$ cat config.mk
export PLATFORM = sky130hd
export DESIGN_NAME = wb_trace_oled
export DESIGN_NICKNAME = d
export VERILOG_FILES = /design/src/rtl/wb_trace_oled_pkg.sv /design/src/rtl/wb_trace_oled_fifo.sv /design/src/rtl/wb_trace_oled.sv
export SDC_FILE = /design/constraint.sdc
export NUM_CORES = 1
export LEC_CHECK = 0
export CAP_MARGIN = 20
export CORE_MARGIN = 5
export CORE_UTILIZATION = 45
export CTS_BUF_LIST = sky130_fd_sc_hd__clkbuf_4
export CTS_CLUSTER_SIZE = 40
export DETAILED_ROUTE_END_ITERATION = 6
export PLACE_DENSITY_LB_ADDON = 0.3
export RECOVER_POWER = 100
export SYNTH_ARGS = -nofsm -noshare
export SYNTH_HDL_FRONTEND = slang
export SYNTH_SLANG_ARGS = --single-unit
$ cat constraint.sdc
create_clock -name sysclk -period 10.4 [get_ports sysclk]
set_clock_uncertainty 0.05 [all_clocks]
set_input_delay 3.12 -clock sysclk [delete_from_list [all_inputs] [get_ports sysclk]]
set_output_delay 3.12 -clock sysclk [all_outputs]
set_load 0.005 [all_outputs]
$ cat src/rtl/wb_trace_oled_pkg.sv
// Shared types and constants for the writeback trace renderer:
// trace entry layout, FSM states and ASCII helpers.
package wb_trace_oled_pkg;

   localparam logic [5:0] OP_HALT  = 6'b111111;
   localparam logic [7:0] ASCII_SP = 8'h20;
   localparam logic [7:0] ASCII_R  = 8'h52;
   localparam logic [7:0] ASCII_EQ = 8'h3D;
   localparam logic [7:0] ASCII_H  = 8'h48;
   localparam logic [7:0] ASCII_A  = 8'h41;
   localparam logic [7:0] ASCII_L  = 8'h4C;
   localparam logic [7:0] ASCII_T  = 8'h54;

   typedef enum logic [1:0] {
      ST_IDLE,
      ST_LOAD,
      ST_EMIT,
      ST_DONE
   } state_e;

   typedef struct packed {
      logic [5:0]  op;
      logic [4:0]  wreg;
      logic [31:0] result;
   } trace_entry_t;

   // Upper-case hex digit.
   function automatic logic [7:0] hex_to_ascii(input logic [3:0] nib);
      if (nib < 4'd10) return 8'h30 + {4'b0000, nib};
      else             return 8'h37 + {4'b0000, nib};
   endfunction

endpackage

$ cat src/rtl/wb_trace_oled_fifo.sv
// Synchronous FIFO of trace entries; pointers carry one extra wrap bit
// so full and empty are distinguishable without a separate counter.
module trace_fifo
   import wb_trace_oled_pkg::*;
#(
   parameter int DEPTH = 8
) (
   input  logic         clk_i,
   input  logic         rst_n_i,
   input  logic         push_i,
   input  logic         pop_i,
   input  trace_entry_t din_i,
   output trace_entry_t dout_o,
   output logic         full_o,
   output logic         empty_o
);

   localparam int AW = $clog2(DEPTH);

   trace_entry_t   mem_q [DEPTH];
   logic [AW:0]    wr_ptr_q, wr_ptr_d;
   logic [AW:0]    rd_ptr_q, rd_ptr_d;
   logic           wr_en, rd_en;

   assign empty_o = (wr_ptr_q == rd_ptr_q);
   assign full_o  = (wr_ptr_q[AW] != rd_ptr_q[AW]) &&
                    (wr_ptr_q[AW-1:0] == rd_ptr_q[AW-1:0]);

   // A pop in the same cycle frees the slot, so a push while full still lands.
   assign wr_en   = push_i && (!full_o || pop_i);
   assign rd_en   = pop_i && !empty_o;
   assign dout_o  = mem_q[rd_ptr_q[AW-1:0]];

   always_comb begin
      wr_ptr_d = wr_ptr_q;
      rd_ptr_d = rd_ptr_q;
      if (wr_en) wr_ptr_d = wr_ptr_q + (AW+1)'(1);
      if (rd_en) rd_ptr_d = rd_ptr_q + (AW+1)'(1);
   end

   always_ff @(posedge clk_i or negedge rst_n_i) begin
      if (!rst_n_i) begin
         wr_ptr_q <= '0;
         rd_ptr_q <= '0;
      end else begin
         wr_ptr_q <= wr_ptr_d;
         rd_ptr_q <= rd_ptr_d;
      end
   end

   always_ff @(posedge clk_i) begin
      if (wr_en) mem_q[wr_ptr_q[AW-1:0]] <= din_i;
   end

endmodule

$ cat src/rtl/wb_trace_oled.sv
// Captures writeback register writes and the halt marker, queues them and
// renders each as a 16-character text line onto the OLED character buffer.
//
//   state   | meaning
//   IDLE    | waiting for a queued event
//   LOAD    | pop FIFO head into the line register
//   EMIT    | drive cols 0..15 of the current row, one per disp_ready
//   DONE    | halt line shown; capture and display frozen until reset
module wb_trace_oled
   import wb_trace_oled_pkg::*;
#(
   parameter int DEPTH = 8,
   parameter int ROWS  = 4
) (
   input  logic        sysclk,
   input  logic        cpu_resetn,
   input  logic [4:0]  wreg_w,
   input  logic [31:0] result_w,
   input  logic [5:0]  op_w,
   input  logic        disp_ready,
   output logic        disp_we,
   output logic [5:0]  disp_addr,
   output logic [7:0]  disp_data,
   output logic        ovf,
   output logic [7:0]  drop_cnt,
   output logic        halted
);

   state_e       state_q, state_d;
   logic [3:0]   col_q, col_d;
   logic [1:0]   row_q, row_d;
   trace_entry_t line_q, line_d;
   logic         halt_seen_q, halt_seen_d;
   logic         ovf_q, ovf_d;
   logic [7:0]   drop_q, drop_d;

   trace_entry_t push_entry, head_entry;
   logic         capture, pop, fifo_full, fifo_empty, drop_evt;
   logic         line_is_halt;
   logic [3:0]   nib_sel, res_nib;
   logic [7:0]   char_sel;

   assign capture    = ((wreg_w != 5'd0) || (op_w == OP_HALT)) &&
                       !halt_seen_q && (state_q != ST_DONE);
   assign push_entry = '{op: op_w, wreg: wreg_w, result: result_w};
   assign pop        = (state_q == ST_LOAD);
   assign drop_evt   = capture && fifo_full && !pop;

   trace_fifo #(.DEPTH(DEPTH)) u_fifo (
      .clk_i   (sysclk),
      .rst_n_i (cpu_resetn),
      .push_i  (capture),
      .pop_i   (pop),
      .din_i   (push_entry),
      .dout_o  (head_entry),
      .full_o  (fifo_full),
      .empty_o (fifo_empty)
   );

   always_comb begin
      halt_seen_d = halt_seen_q;
      ovf_d       = ovf_q;
      drop_d      = drop_q;
      if (drop_evt) begin
         ovf_d = 1'b1;
         if (drop_q != 8'hFF) drop_d = drop_q + 8'd1;
      end else if (capture && (op_w == OP_HALT)) begin
         halt_seen_d = 1'b1;
      end
   end

   assign line_is_halt = (line_q.op == OP_HALT);

   // Result nibbles occupy cols 4..11, most significant first.
   always_comb begin
      nib_sel  = 4'd11 - col_q;
      res_nib  = 4'(line_q.result >> {nib_sel[2:0], 2'b00});
      char_sel = ASCII_SP;
      if (line_is_halt) begin
         case (col_q)
            4'd0:    char_sel = ASCII_H;
            4'd1:    char_sel = ASCII_A;
            4'd2:    char_sel = ASCII_L;
            4'd3:    char_sel = ASCII_T;
            default: char_sel = ASCII_SP;
         endcase
      end else begin
         case (col_q)
            4'd0:    char_sel = ASCII_R;
            4'd1:    char_sel = hex_to_ascii({3'b000, line_q.wreg[4]});
            4'd2:    char_sel = hex_to_ascii(line_q.wreg[3:0]);
            4'd3:    char_sel = ASCII_EQ;
            default: if (col_q <= 4'd11) char_sel = hex_to_ascii(res_nib);
         endcase
      end
   end

   always_comb begin
      state_d = state_q;
      col_d   = col_q;
      row_d   = row_q;
      line_d  = line_q;
      case (state_q)
         ST_IDLE: if (!fifo_empty) state_d = ST_LOAD;
         ST_LOAD: begin
            line_d  = head_entry;
            col_d   = 4'd0;
            state_d = ST_EMIT;
         end
         ST_EMIT: begin
            if (disp_ready) begin
               if (col_q == 4'd15) begin
                  col_d = 4'd0;
                  row_d = (row_q == 2'(ROWS-1)) ? 2'd0 : row_q + 2'd1;
                  // Skip IDLE when more is queued to keep one event per 17 cycles.
                  if (line_is_halt)     state_d = ST_DONE;
                  else if (!fifo_empty) state_d = ST_LOAD;
                  else                  state_d = ST_IDLE;
               end else begin
                  col_d = col_q + 4'd1;
               end
            end
         end
         ST_DONE: state_d = ST_DONE;
         default: state_d = ST_IDLE;
      endcase
   end

   always_ff @(posedge sysclk or negedge cpu_resetn) begin
      if (!cpu_resetn) begin
         state_q     <= ST_IDLE;
         col_q       <= 4'd0;
         row_q       <= 2'd0;
         line_q      <= '0;
         halt_seen_q <= 1'b0;
         ovf_q       <= 1'b0;
         drop_q      <= 8'd0;
      end else begin
         state_q     <= state_d;
         col_q       <= col_d;
         row_q       <= row_d;
         line_q      <= line_d;
         halt_seen_q <= halt_seen_d;
         ovf_q       <= ovf_d;
         drop_q      <= drop_d;
      end
   end

   assign disp_we   = (state_q == ST_EMIT);
   assign disp_addr = {row_q, col_q};
   assign disp_data = (state_q == ST_EMIT) ? char_sel : ASCII_SP;
   assign ovf       = ovf_q;
   assign drop_cnt  = drop_q;
   assign halted    = (state_q == ST_DONE);

endmodule

-- Word-level counts from Yosys, hierarchy flattened
Memories as Yosys holds them, arrays and structs flattened. A register that Yosys moved wholly into a read port is not among the register bits.
Index checks and enable logic that the tools add are counted.
- input bits: 46
- memory bits (writable): 344
- output and inout port bits: 25
- memory bits (read-only): 0
- bits in latches: 0
- word-level logic and storage cells: 86
- memories: 1
- register bits after elaboration: 26
- multiplexer cells: 19
- shifts and indexed selects: 1
- add/sub/neg operators: 11
- reductions and logical operators: 24
- divide/modulo/power cells: 0
- equal/unequal tests: 18
- order comparisons: 3
- multiply operators: 0
- bitwise operators: 1
- memory list (memory ; depth ; bits a word ; rd ports ; clocked after Yosys merged registers in ; write ports ; line ; RTL):
    u_fifo.mem_q ; 8 ; 43 ; 1 ; 1 ; 1 ; wb_trace_oled_fifo.sv:20 ; trace_entry_t mem_q [DEPTH];
- operators with widths (kind ; number):
    $pmux W7 S4 ; 2
    $shr A32 B5 Y4 ; 1
    $add A6 B4 Y7 const A ; 4
    $mux W7 ; 3
    $mux W8 ; 2
    $add A4 B1 Y4 const B ; 3
    $eq A6 B6 Y1 const B ; 2
    $mux W2 ; 5
    $add A8 B1 Y8 const B ; 1
    $eq A4 B2 Y1 const B ; 2
    $logic_and A1 B1 Y1 ; 8
    $lt A4 B4 Y1 const B ; 2
    $mux W4 ; 2
    $ne A8 B8 Y1 const B ; 1
    $pmux W2 S4 ; 1
    $pmux W4 S2 ; 1
    $add A6 B1 Y7 const A ; 1
    $eq A2 B2 Y1 const B ; 3
    $ne A2 B2 Y1 const B ; 3
    $reduce_and A2 Y1 ; 3
    $reduce_and A3 Y1 ; 2
    $logic_not A1 Y1 ; 5
    $reduce_bool A5 Y1 ; 1
    $eq A4 B1 Y1 const B ; 1
    15 further kinds ; 18

-- Logic depth before layout (Yosys ltp)
- depth after elaboration: 8
- gate-level depth with buffers: 9
- depth with buffers taken out: 7

-- Modules after synthesis
Synthesis repeated with hierarchy kept, for this count alone.
- cells, all modules: 906
- area total of the unflattened synthesis: 16751.1 um^2
- modules (own cells, without submodules) (module ; times used ; cells each ; area an instance (um^2)):
    trace_fifo ; 1 ; 555 ; 13446.6
    wb_trace_oled ; 1 ; 351 ; 3304.4

-- Worst setup path after synthesis
OpenSTA, ideal clock, no wires.
- kind: input-to-reg
- from: input op_w[3]
- to: memory u_fifo.mem_q[2][0] in the netlist's numbering (enable)
- required time: 9.784 ns
- slack: 1.511 ns
- stages on the path: 5
- buffers on the path: 0
- arrival time: 8.273 ns
- cells stage by stage: nand4_1 > o211ai_1 > and2_1 > nand2_1 > nor4b_1
- word-level cells in the longest chain between the ends: 7
- RTL lines (item ; line ; RTL):
    start, declared ; wb_trace_oled.sv:19 ; input logic [5:0] op_w,
    $eq A6 B6 Y1 ; wb_trace_oled.sv:43 ; assign capture = ((wreg_w != 5'd0) || (op_w == OP_HALT)) &&
    $logic_or A1 B1 Y1 ; wb_trace_oled.sv:43 ;
    $logic_and A1 B1 Y1 ; wb_trace_oled.sv:43 ;
    $logic_and A1 B1 Y1 ; wb_trace_oled.sv:44 ; !halt_seen_q && (state_q != ST_DONE);
    $logic_and A1 B1 Y1 ; wb_trace_oled_fifo.sv:30 ; assign wr_en = push_i && (!full_o || pop_i);
    $mux W1 ; wb_trace_oled_fifo.sv:52 ; if (wr_en) mem_q[wr_ptr_q[AW-1:0]] <= din_i;
    $mux W1 (implied by the code) ; wb_trace_oled_fifo.sv:52 ;
    end, declared ; wb_trace_oled_fifo.sv:20 ;
No other way between the ends.

-- Final worst setup path
- from: register col_q[0]
- to: output disp_data[3]
- word-level cells in the longest chain between the ends: 8
- RTL lines (item ; line ; RTL):
    start, declared ; wb_trace_oled.sv:30 ; logic [3:0] col_q, col_d;
    start signal, assigned ; wb_trace_oled.sv:140 ; col_q <= col_d;
    $sub A2 B3 Y3 ; wb_trace_oled.sv:76 ; nib_sel = 4'd11 - col_q;
    $shr A32 B5 Y4 ; wb_trace_oled.sv:77 ; res_nib = 4'(line_q.result >> {nib_sel[2:0], 2'b00});
    $add A6 B4 Y7, or another cell as far along ; wb_trace_oled_pkg.sv:30 ; else return 8'h37 + {4'b0000, nib};
    $mux W7 ; wb_trace_oled_pkg.sv:29 ; if (nib < 4'd10) return 8'h30 + {4'b0000, nib};
    $mux W7 ; wb_trace_oled.sv:93 ; default: if (col_q <= 4'd11) char_sel = hex_to_ascii(res_nib);
    $pmux W7 S4 ; wb_trace_oled.sv:88 ; case (col_q)
    $mux W8 * ; wb_trace_oled.sv:79 ; if (line_is_halt) begin
    $mux W8 * ; wb_trace_oled.sv:151 ; assign disp_data = (state_q == ST_EMIT) ? char_sel : ASCII_SP;
    end, declared ; wb_trace_oled.sv:23 ; output logic [7:0] disp_data,
Every way passes the cells marked *; elsewhere a longest branch is shown, timed or not.

==> flow_metrics.tcl <==
set metrics [dict create \
    outcome "complete, but fails checks" \
    violations "capacitance limit, slew limit" \
    worstSetupPathType "reg -> out" \
    syn_inst 872 \
    die_w_um 201 \
    synth_most_common_cell "edfxtp_1" \
    netlist.area_leader.share_pct 62.9 \
    ir_drop_mv 0.0835 \
    power.density_nw_per_um2 167 \
    cts.htree.levels 3 \
    first_iter_violations 654 \
    hold_viol 0 \
    rsz0062_at_grt "false" \
    fin_crit_ns 7.70 \
    place.port_buffers 69 \
    drive_gt1_share_pct 24.7 \
    synth_fp_nets 928 \
    worst_pin_slew_ns 4.00 \
    synth-edff-count 344 \
    gp_congestion 0.773 \
    cts_setup_buffers 0 \
    fmax_mhz 130 \
    area_delta_synth_final_pct 15.1 \
    syn_area_per_cell_um2 18.8 \
    ant_nets 0 \
    cap_violations 13 \
    grt_pass1_vias 9061 \
    cts-root-buf "clkbuf_4" \
    clock_sinks 413 \
    cp.required_ns 7.23 \
    critPathMaxStageDelay_ns 0.96 \
    cts_resized 0 \
    tns_ns 0 \
    power.leakage_uw 0.00638 \
    slew_headroom_pct -167 \
    cts_tree "done" \
    rows 70 \
    finalPower_uw 3170 \
    synth-seq-cells 413 \
    ys_seq_area_share_pct 73.4 \
    clk-insertion-delay-late_ns 0.76 \
    yosysTopAreaCell "edfxtp_1" \
    synth_top_cells_by_count "edfxtp_1, mux4_2, nand2_1, dfrtp_1, o21ai_0" \
    synth.area.top_cells "edfxtp_1, mux4_2, dfrtp_1" \
    numCtsBuffers 103 \
    finalSetupViolations 0 \
    grt_pass1_wl_um 53700 \
    fp.dieArea_um2 40400 \
    die_h_um 201 \
    wl_per_cell_um 21.8 \
    critPathMaxFanout 17 \
    cp-end-kind "output port" \
    instances_no_fill 1571 \
    cp_slowest_cell "o41ai_1" \
    crit_family "compound AO/OA/AOI/OAI gates" \
    gr-usage-all-layers_pct 17.4 \
    vias_per_cell 5.40 \
    dp.cells 1380 \
    yosysWarnings 0 \
    path_cells "inv_1 > ha_1 > o41ai_1 > nand2_1 > or4_1 > a221oi_2 > dlygate4sd3_1" \
    cts-hold-fix-buffers 0 \
    hold_path_class "reg -> reg" \
    cts_buffer_depth 3 \
    fin_hold_ws_ns 0.409 \
    fin_crit_sh_pct 74.0 \
    drcViolationCount 0 \
    routed_wl_um 34300 \
    async_flop_share_pct 16.7 \
    vias 8488 \
    antenna_found_initial 3 \
    io_pins 71 \
    initial_utilization_pct 45.2 \
    synth_area_um2 16400 \
    synth_flop_cell "edfxtp_1" \
    maxSlewViolCount 452 \
    ys_types 51 \
    clk_pin_slew_worst_paths_ns 0.06 \
    dp_hpwl_um 19500 \
    fp.coreArea_um2 36300 \
    drt_first_pass_iters 5 \
    gr-total-overflow 0 \
    crit_buf_inv 2 \
    finalNetCount 1073 \
    crit_arrival_ns 4.53 \
    crit_path_start_kind "register" \
    grt_max_degree 89 \
]
report_power, final:
group	total (µW)	internal (µW)	leakage, µW	switching (µW)
registers	1790	1790	0.00404	0
clock network	1340	719	0.000798	620
logic	36.8	11.6	0.00155	25.2
through the flow:
step	utilization, %	area, µm²	setup WS (ns)
after global routing	52.1	18900	2.36
after floorplan	-	16400	1.51
final	52.1	18900	2.70
after global placement	48.7	17700	3.99
after detailed placement	48.7	17700	3.89
after CTS	52.4	19000	3.03
flip-flops by register name (all words and copies together), names as in the netlist:
| register | count |
|---|---|
| drop_cnt | 8 |
| col_q | 4 |
| u_fifo.wr_ptr_q | 4 |
| u_fifo.rd_ptr_q | 4 |
| state_q | 2 |
| line_q | 43 |
| row_q | 2 |
| ovf | 1 |
| u_fifo.mem_q | 344 |
| halt_seen_q | 1 |
final timing paths:
| check | startpoint | end | slack (ns) | cells after the start |
|---|---|---|---|---|
| min in group asynchronous | cpu_resetn | line_q[27] | 3.69 | 1 |
| min | ovf | ovf | 0.41 | 1 |
| max reg2reg | u_fifo.rd_ptr_q[0] | line_q[9] | 3.71 | 4 |
| max in group asynchronous | cpu_resetn | u_fifo.rd_ptr_q[1] | 3.77 | 1 |
| min reg2reg | ovf | ovf | 0.41 | 1 |
| max | col_q[0] | disp_data[3] | 2.70 | 7 |
routing by layer:
layer	vias to the layer above	global-route usage [%]	share of wire, %	wire (µm)
li1	3866	-	-	-
met1	4351	24.2	44	15200
met2	226	27.5	49	16800
met3	43	4.21	5.4	1870
met4	2	5.56	1.4	483
met5	-	0	0.038	13
cells in the final DEF (no fill, tap or decap), types with 4 or more instances in the layout:
master	instances
edfxtp_1	344
clkbuf_4	159
mux4_2	88
nand2_1	72
dfrtp_1	67
dlygate4sd3_1	64
o21ai_0	52
mux2i_1	49
clkinv_1	26
clkbuf_1	15
nor2_1	13
xor2_1	11
inv_1	10
nand3_1	10
ha_1	10
nand4_1	9
mux2_2	9
a21oi_1	9
nor3_1	7
xnor2_1	7
nor4_1	5
nor4b_1	4
mux4_1	4
clkdlybuf4s50_1	4
buf_4	4
area by class of cell:
cell class / count / area (µm²)
multi-input combinational: 401 / 4120
inverter: 11 / 41.3
clock inverter: 30 / 148
tap: 468 / 586
fill: 2994 / 17400
clock buffer: 159 / 1190
antenna: 2 / 5.00
sequential: 413 / 12100
timing repair buffer: 87 / 767
cells by family (layout without fill, tap and decap cells):
logic type                 count (synthesis)  in the layout  share of synthesized area [%]
AOI/OAI and AO/OA                         83             83                           2.97
xor gates and xnor gates                  18             18                          0.959
adders and majority gates                 10             10                          0.761
buffers and inverters                     58            287                           1.48
DFF                                      413            413                           73.4
muxes                                    151            151                           16.5
other                                      1              3                         0.0228
and+or+nand+nor                          138            138                           3.94
Note: power is estimated with default switching activity, not from simulation.
